==> config.mk <==
export PLATFORM = sky130hd
export DESIGN_NAME = mux_reg_n
export DESIGN_NICKNAME = d
export VERILOG_FILES = /design/src/rtl/mux_reg_n.sv
export SDC_FILE = /design/constraint.sdc
export NUM_CORES = 1
export LEC_CHECK = 0
export ABC_CLOCK_PERIOD_IN_PS = 1700
export BUFFER_PORTS_ARGS = -buffer_cell sky130_fd_sc_hd__buf_2
export CAP_MARGIN = 30
export CORE_MARGIN = 2
export CORE_UTILIZATION = 39
export CTS_CLUSTER_SIZE = 30
export DETAILED_ROUTE_END_ITERATION = 10
export HOLD_SLACK_MARGIN = 0.1
export PLACE_DENSITY_LB_ADDON = 0.05
export SLEW_MARGIN = 20
export SYNTH_ARGS = -nofsm -noshare
export SYNTH_HDL_FRONTEND = slang
export SYNTH_SLANG_ARGS = --single-unit
export TNS_END_PERCENT = 1
==> constraint.sdc <==
create_clock -name clk -period 1.7 [get_ports clk]
set_input_delay 0.17 -clock clk [delete_from_list [all_inputs] [get_ports clk]]
set_output_delay 0.17 -clock clk [all_outputs]
set_load 0.02 [all_outputs]
==> src/rtl/mux_reg_n.sv <==
// Registered N-way channel multiplexer with a valid/ready output stage (full throughput).
// Define MUX_REG_N_SEL_CHECK_EN to reject out-of-range selects and raise sticky err_sel.
module mux_reg_n #(
  parameter int WIDTH  = 32,
  parameter int NUM_IN = 4,
  parameter int SEL_W  = 2
) (
  input  logic                    clk,
  input  logic                    rst,
  input  logic [NUM_IN*WIDTH-1:0] in_data,
  input  logic [SEL_W-1:0]        sel,
  input  logic                    in_valid,
  output logic                    in_ready,
  output logic [WIDTH-1:0]        out_data,
  output logic [SEL_W-1:0]        out_sel,
  output logic                    out_valid,
  input  logic                    out_ready,
  output logic                    err_sel
);

  typedef enum logic {
    EMPTY = 1'b0,
    FULL  = 1'b1
  } state_t;

  state_t             state_p1;
  state_t             state_nxt;
  logic [WIDTH-1:0]   data_p1;
  logic [SEL_W-1:0]   sel_p1;
  logic               accept;
  logic               load;
  logic               drain;

  // Unmatched select values fall through to channel 0.
  function automatic logic [WIDTH-1:0] pick_channel(
    input logic [NUM_IN*WIDTH-1:0] bus,
    input logic [SEL_W-1:0]        s
  );
    pick_channel = bus[WIDTH-1:0];
    for (int k = 1; k < NUM_IN; k++) begin
      if (int'(s) == k) pick_channel = bus[k*WIDTH +: WIDTH];
    end
  endfunction

  assign in_ready  = (state_p1 == EMPTY) || out_ready;
  assign accept    = in_valid && in_ready;
  assign drain     = (state_p1 == FULL) && out_ready;
  assign out_valid = (state_p1 == FULL);
  assign out_data  = data_p1;
  assign out_sel   = sel_p1;

`ifdef MUX_REG_N_SEL_CHECK_EN
  logic sel_ok;
  logic err_p1;

  function automatic logic in_range(input logic [SEL_W-1:0] s);
    in_range = (int'(s) < NUM_IN);
  endfunction

  assign sel_ok  = in_range(sel);
  // A bad select still completes the handshake but never loads the register.
  assign load    = accept && sel_ok;
  assign err_sel = err_p1;

  always_ff @(posedge clk or posedge rst) begin
    if (rst) begin
      err_p1 <= 1'b0;
    end else if (accept && !sel_ok) begin
      err_p1 <= 1'b1;
    end
  end
`else
  assign load    = accept;
  assign err_sel = 1'b0;
`endif

  always_comb begin
    state_nxt = state_p1;
    if (load) begin
      state_nxt = FULL;
    end else if (drain) begin
      state_nxt = EMPTY;
    end
  end

  // Stage p1: output register
  always_ff @(posedge clk or posedge rst) begin
    if (rst) begin
      state_p1 <= EMPTY;
      data_p1  <= '0;
      sel_p1   <= '0;
    end else begin
      state_p1 <= state_nxt;
      if (load) begin
        data_p1 <= pick_channel(in_data, sel);
        sel_p1  <= sel;
      end
    end
  end

endmodule

==> metrics.csv <==
metric;value;unit
largest family of logic cells by synthesized area;multiplexers;
Post-Route Skew;0.001625;ns
initial antenna violation count;0;
Leakage;1.530;nW
CP endpoint kind;flip-flop;
first-pass GRT wire length;8507;microns
Root Buffer;clkbuf_8;
CTS Buf Count;5;
Cells after Synth;118;
Arrival @ worst endpoint;1.53;ns
register area share after synthesis;41.92;%
Core ar.;5140;sq um
commonest non-fill, non-tap cell in the layout;buf_2;
Die X;77.20;microns
worst-skew pair later-pin latency;0.28;ns
Crit Path Class;in -> reg;
die extent in y;77.20;microns
most frequent cells in the layout;169 x buf_2, 35 x dfrtp_1, 34 x mux2_2;
Post-Synth XOR/XNOR Area;0;%
final hold vios;0;
fin crit share;80.54;%
clk sinks;35;
RSZ-0062 raised after global routing;false;
antenna viol nets, final;0;
FILL cells;428;
top post-synthesis cells by area;dfrtp_1 42%, mux4_2 34%, mux2_2 18%;
FF-to-FF setup slack;0.42;ns
mux share of post-synthesis cell area;52.81;%
area leader, netlist;dfrtp_1;
Die Footprint;5959;sq um
post-synthesis adder-cell area fraction;0;%
HP Class;in -> reg;
Critical Path RT;1.87;ns
max-slew violation count;0;
critical path startpoint category;input port;
Final HPWL DP;4189;microns
setup_tns;0;ns
gr ovfl total;0;
crit-path max FO;19;
clock buffer depth;2;
clock-pin slew on the worst setup and hold paths;0.07;ns
Netlist Area Pre-Place;2090;sq um
YS warnings;0;
register bit total from synthesis;35;
drt pass-1 iters;4;
CTS tree;built;
Area growth syn-to-layout;49.64;%
total track usage;18.61;%
Max Fclk;730.4;MHz
Syn Area/Cell;17.71;sq um
Max Cap Viol;0;
antenna cells;0;
maximum number of pins on one net before global-route repair;34;
register area;875.8;sq um
IO Pins;171;
initial core utilization;40.65;%
post-synth top area share;41.92;%
IO Port Bufs;169;
drt total wl;5224;microns
Pwr Density;843.0;nW/um^2
maximum vdd ir drop;0.4232;mV
vias in the first global route;1854;
multi-input logic area;1124;sq um
Mapped Nets;252;
compound-cell area share of the yosys netlist;0;%
# rows;26;
Synth cell types;11;
Nets;424;
simple-gate share of the synthesized area;0.7784;%
DRC;0;
H-tree levels;2;
status;complete, no violations;
Routed WL per cell;14.47;microns
setup repair bufs after CTS;0;
DRT iter0 DRCs;38;
Core Util, Final;60.83;%
layout cells sized above 1;85.22;%
gp weighted congestion;0.7286;
# setup viols final;0;
clock period minus worst slack;1.369;ns
Vias;1779;
number of vias per cell;4.928;
## per-stage QoR
step / total power, W / hold WS, ns / worst slack (ns) / area (sq um) / std cells
detailed placement: 0.002015 / 0.1947 / 0.2001 / 3007 / 351
CTS: 0.002691 / 0.1744 / 0.3346 / 3127 / 361
floorplan: 0.001644 / 0.2784 / 0.1272 / 2090 / 118
global placement: 0.002002 / 0.1884 / 0.2088 / 3007 / 351
finish: 0.002636 / 0.1922 / 0.3309 / 3127 / 361
global route: 0.002803 / 0.2305 / 0.2740 / 3127 / 361
## power breakdown
part	internal [W]	leakage, nW	total (W)	switching, W
registers	0.000992	0.409	0.00106	0.0000700
logic	0.000480	1.07	0.000926	0.000445
clock network	0.000370	0.0515	0.000648	0.000279
## final timing paths
kind | to | cells after the start | startpoint
setup / recovery | out_data[19] | 5 | in_valid
hold / removal | out_valid | 3 | out_ready
setup reg to reg | out_data[19] | 4 | out_valid
hold reg to reg | out_data[8] | 1 | out_data[8]
max in group asynchronous | out_data[11] | 4 | rst
min in group asynchronous | out_data[4] | 4 | rst
## area by class of cell
class	count	area share (%)
repair buffers	177	29.93
well taps	70	2.801
clock buffers	8	3.201
flip-flops and latches	35	28.01
multi-input cells	70	35.93
inverters	1	0.1200
## worst max-delay path, cell delays in order
cell and delay [ns]:
dlygate4sd3_1 0.53, buf_2 0.13, nand2_1 0.07, buf_4 0.26, mux2_2 0.37
## layer usage
metal | track usage [%] | up-vias | wire [microns]
met2 | 31.83 | 105 | 2629
li1 | - | 814 | -
met4 | 6.607 | 0 | 77
met5 | 0 | - | 0
met3 | 8.118 | 6 | 583
met1 | 20.54 | 854 | 1934
## cells in the mapped netlist
| cell | n |
|---|---|
| nand2b_1 | 2 |
| mux2_2 | 34 |
| inv_1 | 1 |
| nand2_1 | 1 |
| mux4_2 | 32 |
| dfrtp_1 | 35 |
| conb_1 | 1 |
| buf_2 | 6 |
| buf_4 | 1 |
| clkbuf_1 | 1 |
| buf_6 | 4 |
## logic make-up after synthesis
| group | count (synthesis) |
|---|---|
| buffers and inverters | 13 |
| and+or+nand+nor | 3 |
| muxes | 66 |
| other | 1 |
| DFF | 35 |
## repair_timing
action,CTS,global route
hold endpoints to repair,36,0
hold buffers,2,0
gates resized for setup,0,0
## registers in the layout, summed over array words and instances (netlist names)
name	count
out_data	32
out_sel	2
out_valid	1
No activity file was read; power rests on OpenSTA's default activity.
